<file path="config.mk">
export PLATFORM = sky130hd
export DESIGN_NAME = sm_adder_operand_sequencer
export DESIGN_NICKNAME = d
export VERILOG_FILES = /design/src/rtl/sm_adder_operand_sequencer.sv
export SDC_FILE = /design/constraint.sdc
export NUM_CORES = 1
export LEC_CHECK = 0
export BUFFER_PORTS_ARGS = -buffer_cell sky130_fd_sc_hd__buf_2
export CAP_MARGIN = 20
export CORE_ASPECT_RATIO = 1.25
export CORE_MARGIN = 2
export CORE_UTILIZATION = 45
export DETAILED_ROUTE_END_ITERATION = 8
export PLACE_DENSITY = 0.7
export SLEW_MARGIN = 40
export SYNTH_ARGS = -nofsm -noshare
export SYNTH_HDL_FRONTEND = slang
export SYNTH_SLANG_ARGS = --single-unit
</file>
<file path="constraint.sdc">
create_clock -name clk -period 10.45 [get_ports clk]
set_clock_uncertainty 0.15 [all_clocks]
set_input_delay 1.045 -clock clk [delete_from_list [all_inputs] [get_ports clk]]
set_output_delay 1.045 -clock clk [all_outputs]
set_load 0.02 [all_outputs]
</file>
<file path="src/rtl/sm_adder_operand_sequencer.sv">
`timescale 1ns/1ps
// Purpose: buffer sign-magnitude operand pairs, issue them to a ROM adder, return sums in order.
// Latency: accept at edge 0, issue at edge 1, sum visible on out_sum after edge 2+ROM_LATENCY.
// Backpressure: issue is credit-limited by output buffer space; in_ready is registered !full.
module sm_adder_operand_sequencer #(
  parameter int DATA_WIDTH  = 8,
  parameter int FIFO_DEPTH  = 4,
  parameter int ROM_LATENCY = 1,
  parameter int OUT_DEPTH   = 4
) (
  input  logic                  clk,
  input  logic                  rst,
  input  logic                  in_valid,
  output logic                  in_ready,
  input  logic [DATA_WIDTH-1:0] in_a,
  input  logic [DATA_WIDTH-1:0] in_b,
  output logic [DATA_WIDTH-1:0] add_a,
  output logic [DATA_WIDTH-1:0] add_b,
  input  logic [DATA_WIDTH:0]   add_sum,
  output logic                  out_valid,
  input  logic                  out_ready,
  output logic [DATA_WIDTH:0]   out_sum,
  output logic                  busy
);

  localparam int FAW = (FIFO_DEPTH > 1) ? $clog2(FIFO_DEPTH) : 1;
  localparam int FCW = FAW + 1;
  localparam int OAW = (OUT_DEPTH > 1) ? $clog2(OUT_DEPTH) : 1;
  // Wide enough for in_flight + buffered results without overflow.
  localparam int CRW = $clog2(OUT_DEPTH + ROM_LATENCY + 2) + 1;

  localparam logic [FCW-1:0] FIFO_FULL = FCW'(FIFO_DEPTH);
  localparam logic [CRW-1:0] OUT_LIMIT = CRW'(OUT_DEPTH);
  localparam logic [OAW-1:0] OUT_LAST  = OAW'(OUT_DEPTH - 1);

  // Input FIFO state
  logic [DATA_WIDTH-1:0] fa_mem [FIFO_DEPTH];
  logic [DATA_WIDTH-1:0] fb_mem [FIFO_DEPTH];
  logic [FAW-1:0]        fwr_q, frd_q;
  logic [FCW-1:0]        fcnt_q, fcnt_d;
  logic                  in_ready_q;
  logic                  push, issue;

  // Issue registers and latency tags
  logic [DATA_WIDTH-1:0] add_a_q, add_b_q;
  logic [ROM_LATENCY:0]  tag_q, tag_d;
  logic [CRW-1:0]        in_flight;
  logic                  credit_ok;

  // Output buffer state
  logic [DATA_WIDTH:0]   omem [OUT_DEPTH];
  logic [OAW-1:0]        owr_q, ord_q;
  logic [CRW-1:0]        ocnt_q, ocnt_d;
  logic                  capture, out_pop;
  logic [DATA_WIDTH:0]   sum_norm;

  assign push    = in_valid && in_ready_q;
  assign out_pop = out_valid && out_ready;
  // The oldest tag stage marks the cycle whose add_sum belongs to an issued pair.
  assign capture = tag_q[ROM_LATENCY];

  // Count of issued pairs whose sums have not yet reached the output buffer.
  always_comb begin
    in_flight = '0;
    for (int i = 0; i <= ROM_LATENCY; i++) begin
      in_flight = in_flight + CRW'(tag_q[i]);
    end
  end

  // A slot is reserved at issue time, so a pop this cycle frees one for an issue this cycle.
  assign credit_ok = (in_flight + ocnt_q - CRW'(out_pop)) < OUT_LIMIT;
  assign issue     = (fcnt_q != '0) && credit_ok;

  // Next-state counts and tag shift; negative zero collapses to plain zero at capture.
  always_comb begin
    fcnt_d   = fcnt_q + FCW'(push) - FCW'(issue);
    ocnt_d   = ocnt_q + CRW'(capture) - CRW'(out_pop);
    tag_d    = {tag_q[ROM_LATENCY-1:0], issue};
    sum_norm = (add_sum[DATA_WIDTH-1:0] == '0) ? '0 : add_sum;
  end

  // Control state: pointers, counts, tags and the adder operand registers.
  always_ff @(posedge clk) begin
    if (rst) begin
      fwr_q      <= '0;
      frd_q      <= '0;
      fcnt_q     <= '0;
      in_ready_q <= 1'b0;
      add_a_q    <= '0;
      add_b_q    <= '0;
      tag_q      <= '0;
      owr_q      <= '0;
      ord_q      <= '0;
      ocnt_q     <= '0;
    end else begin
      fcnt_q     <= fcnt_d;
      in_ready_q <= (fcnt_d != FIFO_FULL);
      tag_q      <= tag_d;
      ocnt_q     <= ocnt_d;
      if (push) begin
        fwr_q <= fwr_q + FAW'(1);
      end
      if (issue) begin
        frd_q   <= frd_q + FAW'(1);
        add_a_q <= fa_mem[frd_q];
        add_b_q <= fb_mem[frd_q];
      end
      if (capture) begin
        owr_q <= (owr_q == OUT_LAST) ? '0 : owr_q + OAW'(1);
      end
      if (out_pop) begin
        ord_q <= (ord_q == OUT_LAST) ? '0 : ord_q + OAW'(1);
      end
    end
  end

  // Storage arrays need no reset; validity is tracked by the counts above.
  always_ff @(posedge clk) begin
    if (push) begin
      fa_mem[fwr_q] <= in_a;
      fb_mem[fwr_q] <= in_b;
    end
    if (capture) begin
      omem[owr_q] <= sum_norm;
    end
  end

  assign in_ready  = in_ready_q;
  assign add_a     = add_a_q;
  assign add_b     = add_b_q;
  assign out_valid = (ocnt_q != '0);
  assign out_sum   = out_valid ? omem[ord_q] : '0;
  assign busy      = (fcnt_q != '0) || (tag_q != '0) || out_valid;

endmodule

</file>
==> results by group, run 1 <==
Synthesis
  – Netlist cell types: 36
  – Mean Syn Cell Area: 16.1 µm²
  – Seq cells post-synth: 136
  – Cell taking the most area after synthesis: edfxtp_1
  – Total number of yosys warnings: 0
  – Net count after synthesis: 393
  – Number of cells produced by synthesis: 345
  – Cell area after synthesis: 5550 µm²
  – Top post-synthesis cells by area: edfxtp_1 54%, dfxtp_1 13%, mux4_2 10%
  – Fraction of the yosys area taken by sequential cells: 0.671
  – Portion of synthesized cell area occupied by the leading cell type: 0.541

GRT
  – Total GRT Usage: 0.152
  – Antenna violations before repair: 0
  – Number of global-route vias before repair: 3010
  – Maximum number of pins on one net before global-route repair: 55
  – Remaining global-route overflow: 0
  – Global-route wire length before repair: 14.7 mm

Route
  – First DRT Iteration DRCs: 83
  – ANT nets after route: 0
  – Routed WL per cell: 15.6 µm
  – Total routed wire length on the met1 layer: 3.48 mm
  – DRC violation count after routing: 0
  – Count of TritonRoute iterations in the first routing pass: 4
  – Total routed wirelength: 8.95 mm
  – Routed wl met2: 4.99 mm
  – Drt via density: 4.87
  – Top routing layer in use: met4
  – Total number of vias: 2801
  – Wire length on met3: 378 µm

Clock network
  – Clock insertion delay at the later pin of the skew report: 0.41 ns
  – Post-CTS Setup Repair Bufs: 0
  – Post-CTS Hold Buffers: 0
  – Sink count of the clock tree: 136
  – Number of gates resized after CTS: 0
  – Clock transition at path regs: 0.06 ns
  – CTS Buffer Depth: 2
  – Clock tree from TritonCTS: built
  – CTS HTree Levels: 4
  – Number of buffers added by the clock tree synthesis step: 17
  – Clk Tree Root Cell: clkbuf_16

Floorplan
  – Number of placement rows: 45
  – Initial core utilization: 0.458
  – Core region area: 12100 µm²
  – Die span in y: 128 µm
  – Die X: 103 µm
  – Boundary pin count: 57
  – Die area: 13200 µm²

Finish
  – Final design utilization: 0.542
  – Most common cell after layout, fill and taps aside: edfxtp_1
  – Syn-to-layout area delta: 18.3%
  – Inserted Diodes: 0
  – Final #Nets: 446
  – Count of filler cells inserted in the layout: 996
  – Total non-filler cell area in the finished layout: 6560 µm²
  – Layout cell share with drive strength beyond 1: 0.292
  – Most frequent cells in the layout: 100 x edfxtp_1, 55 x buf_2, 35 x dfxtp_1

STA
  – Achievable Freq: 0.235 GHz
  – Endpoints failing hold: 0
  – Worst-Margin Slew: 0.627 ns
  – Relative slew slack: 0.581
  – Number of slew-limit violations in the final report: 0
  – Clock period minus worst slack: 4.25 ns
  – RSZ-0062 raised after global routing: no
  – Final setup violation count: 0
  – Sum of negative setup slack: 0 ns
  – Part of the cycle the worst path needs: 0.407

Critical path
  – WP data arrival: 4.38 ns
  – Critical Path End Type: flop
  – Class of the most critical setup path: reg2reg
  – Worst endpoint required time: 10.58 ns
  – Kind of start point of the critical path: flop
  – Maximum net fanout on the critical path: 18

Power
  – Max VDD drop: 0.157 mV
  – Total leakage power: 2.48 nW
  – Pwr/cell area: 268 nW/µm²

Placement
  – Port buffer count: 56
  – Detailed placement HPWL: 5.87 mm
  – Area post-placement: 5940 µm²
  – Placer's final routability congestion estimate: 0.731

Run
  – Total of max-cap violations: 0

Outcome
  – Result of the run: complete, no violations

Min path
  – Class of the most critical hold timing path: reg2reg
## synth_stat cells
cell	n
edfxtp_1	100
and2_1	13
xnor2_1	4
or3b_1	1
nand2_1	6
buf_2	2
o21ai_0	1
inv_1	16
buf_6	1
ha_1	17
a21boi_0	1
and3_1	4
dfxtp_1	36
or4b_1	1
or3_1	1
nand4_1	1
mux2i_1	19
clkbuf_1	17
a211o_1	1
buf_1	1
xor2_1	2
buf_12	1
fa_1	2
mux2_2	2
a21o_1	2
mux4_2	25
or2_2	1
nor2_1	15
nand3_1	3
nand2b_1	32
a21oi_1	5
nor2b_1	5
nor4_1	2
buf_4	2
a211oi_1	1
nor3_1	2
## final cells by class
type                       instances  area, µm²  share of cell area
clock buffer                      20        447              0.0681
clock inverter                    12        175              0.0267
inverter                          16       60.1             0.00915
multi-input combinational        169       1650               0.251
sequential                       136       3720               0.567
tap                              164        205              0.0313
timing repair buffer              58        305              0.0465
## metal layers
layer  global-route usage  up-vias
li1                     -     1365
met1                0.156     1374
met4               0.0511        0
met2                0.279       51
met5                    0        -
met3               0.0567       11
## metrics by stage
step                worst slack (ns)  power [mW]  hold WS (ns)  cells
CTS                             6.10        1.78         0.329    575
floorplan                       6.67        1.05         0.304    345
finish                          6.20        1.76         0.326    575
global placement                5.81        1.15         0.316    542
global route                    5.79        1.86         0.360    575
detailed placement              6.03        1.16         0.319    543
## registers in the layout, summed over array words and instances, names as in the netlist, named ones only
| signal | cells |
|---|---|
| omem | 36 |
| fwr_q | 2 |
| fa_mem | 32 |
| owr_q | 2 |
| fcnt_q | 3 |
| add_b | 8 |
| fb_mem | 32 |
| frd_q | 2 |
| ocnt_q | 4 |
| ord_q | 2 |
| tag_q | 2 |
| add_a | 8 |
| in_ready | 1 |
## cells by family (layout without fill, tap and decap cells)
logic type | after synthesis | in the layout | share of synthesized area
muxes | 46 | 46 | 0.140
adders and majority gates | 19 | 19 | 0.0455
xor gates and xnor gates | 6 | 6 | 0.00947
buffers and inverters | 40 | 106 | 0.0331
DFF | 136 | 136 | 0.671
and+or+nand+nor | 87 | 87 | 0.0886
AOI/OAI and AO/OA | 11 | 11 | 0.0124
## power breakdown
part           internal, mW  total (mW)  switching, mW
clock network         0.405       0.616          0.211
registers             0.651       0.702         0.0506
logic                 0.197       0.439          0.241
total                  1.25        1.76          0.502
## worst max-delay path: stages (launching register included)
cell     delay (ns)
dfxtp_1        0.30
inv_1          0.05
ha_1           0.19
or3b_1         0.40
nand2_1        0.20
or2_2          0.33
ha_1           0.29
a21oi_1        0.17
a211o_1        0.17
a21o_2         0.48
inv_1          0.14
ha_1           0.30
inv_1          0.04
ha_1           0.18
fa_1           0.38
xnor2_1        0.15
nor3_1         0.14
nor2_1         0.06
## worst paths after layout
path,startpoint,endpoint,slack [ns],depth (start not counted)
max,ocnt_q[2],in_ready,6.20,17
min,add_a[3],add_a[3],0.33,2
max reg2reg,ocnt_q[2],in_ready,6.20,17
min reg2reg,add_a[3],add_a[3],0.33,2
Power figures use the tool's default switching activity.
==> run 2: changes to the inputs <==
==> constraint.sdc (replaced) <==
create_clock -name clk -period 4.3 [get_ports clk]
set_clock_uncertainty 0.15 [all_clocks]
set_input_delay 0.43 -clock clk [delete_from_list [all_inputs] [get_ports clk]]
set_output_delay 0.43 -clock clk [all_outputs]
set_load 0.02 [all_outputs]
==> run 2 against run 1 <==
  * Cell count unchanged
  * Core utilization decreased by 0.39 points
  * Count of clock-buffer cells in the layout increased by 1
  * Hold slack got worse by 0.25 ns
  * Register-to-register slack got worse by 5.7 ns
  * Highest routed layer unchanged
  * Sequential power increased by 140%
  * Maximum frequency increased by 12%
  * Via count increased by 2.4%
  * Clock power increased by 130%
  * Total power increased by 140%
==> results by group, run 2 (same netlist as run 1, synthesis figures left out) <==
Outcome
  – Result of the run: complete, no violations

Clock network
  – Clk Tree Root Cell: clkbuf_16
  – Clock transition at path regs: 0.05 ns (about the same)
  – Clock insertion delay at the later pin of the skew report: 0.41 ns (about the same)
  – Post-CTS Setup Repair Bufs: 0 (unchanged)
  – Sink count of the clock tree: 136 (unchanged)
  – Number of buffers added by the clock tree synthesis step: 17 (unchanged)
  – CTS HTree Levels: 4 (unchanged)
  – CTS Buffer Depth: 2 (unchanged)
  – Number of gates resized after CTS: 0 (unchanged)
  – Clock tree from TritonCTS: built
  – Post-CTS Hold Buffers: 0 (unchanged)

STA
  – RSZ-0062 raised after global routing: no
  – Endpoints failing hold: 0 (unchanged)
  – Clock period minus worst slack: 3.79 ns (-0.456 ns)
  – Relative slew slack: 0.596 (+0.0146)
  – Sum of negative setup slack: 0 ns (unchanged)
  – Worst-Margin Slew: 0.605 ns (-0.0218 ns)
  – Final setup violation count: 0 (unchanged)
  – Tightest hold margin: 0.0749 ns (-0.251 ns)
  – Number of slew-limit violations in the final report: 0 (unchanged)
  – Part of the cycle the worst path needs: 0.882 (+0.476)
  – Achievable Freq: 0.264 GHz (+12%)
  – Final critical-path setup slack: 0.506 ns (-5.69 ns)

Placement
  – Dpl ws: 0.426 ns (-5.60 ns)
  – Detailed placement HPWL: 5.83 mm (-0.79%)
  – Port buffer count: 56 (unchanged)
  – Placer's final routability congestion estimate: 0.687 (-5.9%)

Critical path
  – Worst endpoint required time: 4.43 ns (-6.15 ns)
  – Maximum net fanout on the critical path: 13 (-5)
  – Critical-path cell list: inv_1 -> ha_1 -> or3b_1 -> nand2_1 -> or2_2 -> ha_1 -> a21oi_1 -> a211o_1 -> a21o_1 -> inv_1 -> ha_1 -> inv_1 -> ha_1 -> fa_1 -> nor3_1 -> nor2_1
  – Worst path max stage delay: 0.43 ns (-0.05 ns)
  – Logic depth of the worst setup path including buffers: 16 (-1)
  – Class of the most critical setup path: reg2reg
  – Critical Path End Type: flop
  – Count of buffering cells on the critical path with inverters included: 3 (unchanged)
  – Category of cells accounting for the largest share of critical-path delay: adder cells
  – Most numerous cell on the critical path: ha_1
  – WP data arrival: 3.92 ns (-0.46 ns)
  – Critical-path top delay cell: fa_1
  – Register-to-Register Path Depth: 16 (-1)
  – Kind of start point of the critical path: flop

Floorplan
  – Core region area: 12100 µm² (unchanged)
  – Boundary pin count: 57 (unchanged)
  – Initial core utilization: 0.458 (unchanged)
  – Die area: 13200 µm² (unchanged)
  – Die X: 103 µm (unchanged)
  – Number of placement rows: 45 (unchanged)
  – Die span in y: 128 µm (unchanged)

Power
  – Cell internal power dissipation: 2.95 mW (+140%)
  – Clock power frac: 0.335 (-0.016)
  – Total leakage power: 2.47 nW (-0.66%)
  – Switching power as a share of total power: 0.293 (+0.00738)
  – Max VDD drop: 0.355 mV (+130%)
  – Fraction of power consumed by combinational cells: 0.260 (+0.010)
  – Sequential cell fraction of total power: 0.404 (+0.004)
  – Switching power: 1.22 mW (+140%)
  – Pwr/cell area: 640 nW/µm² (+140%)

Finish
  – Most frequent cells in the layout: 100 x edfxtp_1, 55 x buf_2, 35 x dfxtp_1
  – Layout cell share with drive strength beyond 1: 0.292 (unchanged)
  – Largest Register: omem
  – Final design utilization: 0.538 (-0.00393)
  – Count of filler cells inserted in the layout: 992 (-0.40%)
  – Most common cell after layout, fill and taps aside: edfxtp_1
  – Largest register FFs: 36 (unchanged)
  – Final #Nets: 446 (unchanged)
  – Inserted Diodes: 0 (unchanged)
  – Syn-to-layout area delta: 17.4%
  – Biggest regs: omem x36, fa_mem x32, fb_mem x32

GRT
  – Antenna violations before repair: 0 (unchanged)
  – Maximum number of pins on one net before global-route repair: 55 (unchanged)
  – Remaining global-route overflow: 0 (unchanged)
  – Total GRT Usage: 0.155 (+0.00263)
  – Number of global-route vias before repair: 3031 (+0.70%)
  – Global-route wire length before repair: 14.9 mm (+1.3%)

Route
  – Count of TritonRoute iterations in the first routing pass: 4 (unchanged)
  – ANT nets after route: 0 (unchanged)
  – Total number of vias: 2867 (+2.4%)
  – First DRT Iteration DRCs: 68 (-18%)
  – Routed WL per cell: 15.9 µm (+1.9%)
  – Total routed wirelength: 9.12 mm (+1.9%)
  – DRC violation count after routing: 0 (unchanged)
  – Drt via density: 4.99 (+2.4%)

Min path
  – Hold depth: 1 (-1)
  – Class of the most critical hold timing path: in2reg

Run
  – Total of max-cap violations: 0 (unchanged)
[run 2: cell types whose count changed in the layout (fill, tap and decap cells not counted), sizes merged]
cell,delta
inv,+1
clkbuf,+1
clkinvlp,-1
bufinv,-2
clkinv,+1
[run 2: layer usage]
metal,track usage,part of all wire,routed length [µm],up-vias
met1,0.173,0.40,3680,1422
met2,0.269,0.53,4840,65
met4,0.0604,0.013,123,0
met5,0,0,0,-
li1,-,-,-,1364
met3,0.0523,0.052,473,16
[run 2: area by class of cell]
class | count | area (µm²) | share of cell area
repair buffers | 58 | 298 | 0.0457
inverters | 16 | 60.1 | 0.00922
clock buffers | 21 | 460 | 0.0707
multi-input cells | 169 | 1650 | 0.253
well taps | 164 | 205 | 0.0315
clock inverters | 11 | 121 | 0.0186
flip-flops and latches | 136 | 3720 | 0.572
[run 2: stage by stage]
| stage | power (mW) | cells | cell area [µm²] |
|---|---|---|---|
| 6_report | 4.17 | 575 | 6520 |
| 5_1_grt | 4.42 | 575 | 6520 |
| 4_1_cts | 4.24 | 575 | 6510 |
| 3_5_place_dp | 2.83 | 543 | 5930 |
| 3_3_place_gp | 2.79 | 543 | 5930 |
| 2_1_floorplan | 2.55 | 345 | 5550 |
[run 2: final timing paths]
check	slack, ns	startpoint	end
setup / recovery	0.51	ocnt_q[2]	in_ready
hold / removal	0.07	in_b[3]	fb_mem[0][3]
setup reg to reg	0.51	ocnt_q[2]	in_ready
hold reg to reg	0.32	add_a[4]	add_a[4]
[run 2: power groups by stage]
stage	Clock, mW	Sequential, mW	Combinational, mW
after global routing	1.49	1.71	1.22
after detailed placement	0	1.72	1.11
final	1.40	1.69	1.09
after floorplan	0	1.74	0.809
after global placement	0	1.71	1.08
after CTS	1.43	1.69	1.11
==> run 3: changes to the inputs <==
--- a/config.mk
+++ b/config.mk
@@ -9,9 +9,10 @@
 export CAP_MARGIN = 20
 export CORE_ASPECT_RATIO = 1.25
 export CORE_MARGIN = 2
-export CORE_UTILIZATION = 45
+export CORE_UTILIZATION = 58
 export DETAILED_ROUTE_END_ITERATION = 8
-export PLACE_DENSITY = 0.7
+export HOLD_SLACK_MARGIN = 0.06
+export PLACE_DENSITY = 0.85
 export SLEW_MARGIN = 40
 export SYNTH_ARGS = -nofsm -noshare
 export SYNTH_HDL_FRONTEND = slang
==> run 3 against run 2 <==
  * Register-to-register slack worse by 0.03 ns
  * Sequential share of layout area up 0.82 points
  * Global-route usage up 5.1 points
  * Combinational power about the same
  * Non-clock buffer count unchanged
  * Critical path depth unchanged
  * Count of clock-buffer cells in the layout up 1
  * Core utilization up 16 points
  * Critical path type unchanged
  * Largest power group unchanged
  * Highest routed layer unchanged
==> results by group, run 3 (same netlist as run 1, synthesis figures left out) <==
Placement
  – Placer's final routability congestion estimate: 0.710 (+3.3%)
  – Detailed placement HPWL: 6.23 mm (+7.0%)
  – Port buffer count: 56 (unchanged)
  – Area post-placement: 5880 µm² (-0.95%)

Route
  – Routed WL per cell: 18.1 µm (+14%)
  – DRC violation count after routing: 0 (unchanged)
  – Count of TritonRoute iterations in the first routing pass: 4 (unchanged)
  – ANT nets after route: 0 (unchanged)
  – Total routed wirelength: 9.66 mm (+6.0%)
  – First DRT Iteration DRCs: 129 (+90%)
  – Drt via density: 5.46 (+9.4%)
  – Total number of vias: 2908 (+1.4%)

STA
  – Part of the cycle the worst path needs: 0.888 (+0.00601)
  – RSZ-0062 raised after global routing: no
  – Achievable Freq: 0.262 GHz (-0.68%)
  – Relative slew slack: 0.594 (-0.00160)
  – Sum of negative setup slack: 0 ns (unchanged)
  – Clock period minus worst slack: 3.82 ns (+0.0258 ns)
  – Number of slew-limit violations in the final report: 0 (unchanged)
  – Worst-Margin Slew: 0.608 ns (+0.00240 ns)
  – Endpoints failing hold: 0 (unchanged)
  – Final setup violation count: 0 (unchanged)

Power
  – Total leakage power: 2.45 nW (-0.81%)
  – Pwr/cell area: 639 nW/µm² (-0.27%)
  – Total power consumption of the routed design: 4.10 mW (-1.7%)
  – Max VDD drop: 0.441 mV (+24%)
  – Switching power as a share of total power: 0.297 (+0.00388)
  – Sequential cell fraction of total power: 0.417 (+0.013)
  – Cell internal power dissipation: 2.88 mW (-2.2%)
  – Fraction of power consumed by combinational cells: 0.264 (+0.004)
  – Clock power frac: 0.319 (-0.016)
  – Switching power: 1.22 mW (-0.35%)

GRT
  – Maximum number of pins on one net before global-route repair: 55 (unchanged)
  – Antenna violations before repair: 0 (unchanged)
  – Remaining global-route overflow: 0 (unchanged)
  – Global-route wire length before repair: 15.8 mm (+5.7%)
  – Number of global-route vias before repair: 3166 (+4.5%)
  – Total GRT Usage: 0.206 (+0.0507)

Floorplan
  – Core region area: 9220 µm² (-24%)
  – Initial core utilization: 0.602 (+0.143)
  – Die X: 91.5 µm (-11%)
  – Die span in y: 113 µm (-12%)
  – Boundary pin count: 57 (unchanged)
  – Die area: 10400 µm² (-22%)
  – Number of placement rows: 39 (-13%)

Finish
  – Multi-input gate area in the final layout: 1650 µm² (unchanged)
  – Final #Nets: 446 (unchanged)
  – Syn-to-layout area delta: 15.8%
  – Biggest regs: omem x36, fa_mem x32, fb_mem x32
  – Most frequent cells in the layout: 100 x edfxtp_1, 55 x buf_2, 34 x dfxtp_1
  – Largest Register: omem
  – Largest register FFs: 36 (unchanged)
  – Total non-filler cell area in the finished layout: 6430 µm² (-1.4%)
  – Inserted Diodes: 0 (unchanged)
  – Count of filler cells inserted in the layout: 592 (-40%)
  – Combined flip-flop and latch cell area: 3730 µm² (about the same)
  – Layout cell share with drive strength beyond 1: 0.288 (-0.00417)
  – Most common cell after layout, fill and taps aside: edfxtp_1

Critical path
  – Worst endpoint required time: 4.42 ns (about the same)
  – Critical-path cell list: inv_1 -> ha_1 -> or3b_1 -> nand2_1 -> or2_2 -> ha_1 -> a21oi_1 -> a211o_1 -> a21o_1 -> inv_1 -> ha_1 -> inv_1 -> ha_1 -> fa_1 -> nor3_1 -> nor2_1
  – WP data arrival: 3.94 ns (+0.02 ns)
  – Most numerous cell on the critical path: ha_1
  – Maximum net fanout on the critical path: 13 (unchanged)
  – Critical Path End Type: flop
  – Critical-path top delay cell: fa_1
  – Class of the most critical setup path: reg2reg
  – Kind of start point of the critical path: flop
  – Worst path max stage delay: 0.42 ns (about the same)

Clock network
  – CTS HTree Levels: 4 (unchanged)
  – Clk Tree Root Cell: clkbuf_16
  – Clock tree from TritonCTS: built
  – Post-CTS Setup Repair Bufs: 0 (unchanged)
  – Clock transition at path regs: 0.05 ns (about the same)
  – Number of gates resized after CTS: 0 (unchanged)
  – Sink count of the clock tree: 136 (unchanged)
  – CTS Buffer Depth: 2 (unchanged)
  – Post-CTS Hold Buffers: 0 (unchanged)
  – Clock insertion delay at the later pin of the skew report: 0.40 ns (about the same)
  – Number of buffers added by the clock tree synthesis step: 17 (unchanged)

Min path
  – Class of the most critical hold timing path: in2reg

Run
  – Total of max-cap violations: 0 (unchanged)

Outcome
  – Result of the run: complete, no violations
## run 3: changes by cell type in the layout (fill, tap and decap cells not counted), sizes merged
cell,previous run,this run
inv,18,16
bufinv,2,1
clkbuf,21,22
clkinv,6,7
## run 3: final cells by class
type	count	share of cell area
Clock inverter	9	0.0121
Timing Repair Buffer	58	0.0463
Sequential cell	136	0.580
Clock buffer	22	0.0722
Inverter	16	0.00935
Multi-Input combinational cell	169	0.256
Tap cell	123	0.0239
## run 3: worst max-delay path, delay by kind of cell, from the launching register on
family                   cells  cell delay (ns)
AND/OR/NAND/NOR              5             1.18
AO/OA/AOI/OAI                3             0.58
flip-flops                   1             0.31
buffers and inverters        3             0.19
adder cells (fa/ha/maj)      5             1.28
## run 3: power by group through the flow
stage               Sequential, mW  Clock [mW]  Combinational [mW]
finish                        1.71        1.31                1.08
global placement              1.73           0                1.05
CTS                           1.71        1.33                1.10
global route                  1.73        1.39                1.19
floorplan                     1.74           0               0.809
detailed placement            1.74           0                1.09
## run 3: stage by stage
stage               hold slack [ns]  cells  setup slack (ns)  utilization
finish                       0.0879    533             0.481        0.697
global route                 0.0739    533             0.180        0.697
CTS                          0.0696    533             0.425        0.696
detailed placement            0.314    502             0.460        0.637
global placement              0.309    502             0.631        0.637
floorplan                     0.304    345             0.826            -
## run 3: path summary, 6_finish.rpt
check	slack [ns]	to	start	depth (start not counted)
worst min register to register	0.32	add_b[5]	add_b[5]	2
worst min-delay path	0.09	fb_mem[2][1]	in_b[1]	1
worst max register to register	0.48	in_ready	ocnt_q[2]	16
worst max-delay path	0.48	in_ready	ocnt_q[2]	16
## run 3: layer usage
metal	part of all wire	wire, µm	up-vias	track usage
met2	0.54	5270	66	0.366
met1	0.40	3890	1462	0.231
met4	0.013	124	0	0.0667
met3	0.039	381	13	0.0706
met5	0	0	-	0
li1	-	-	1367	-
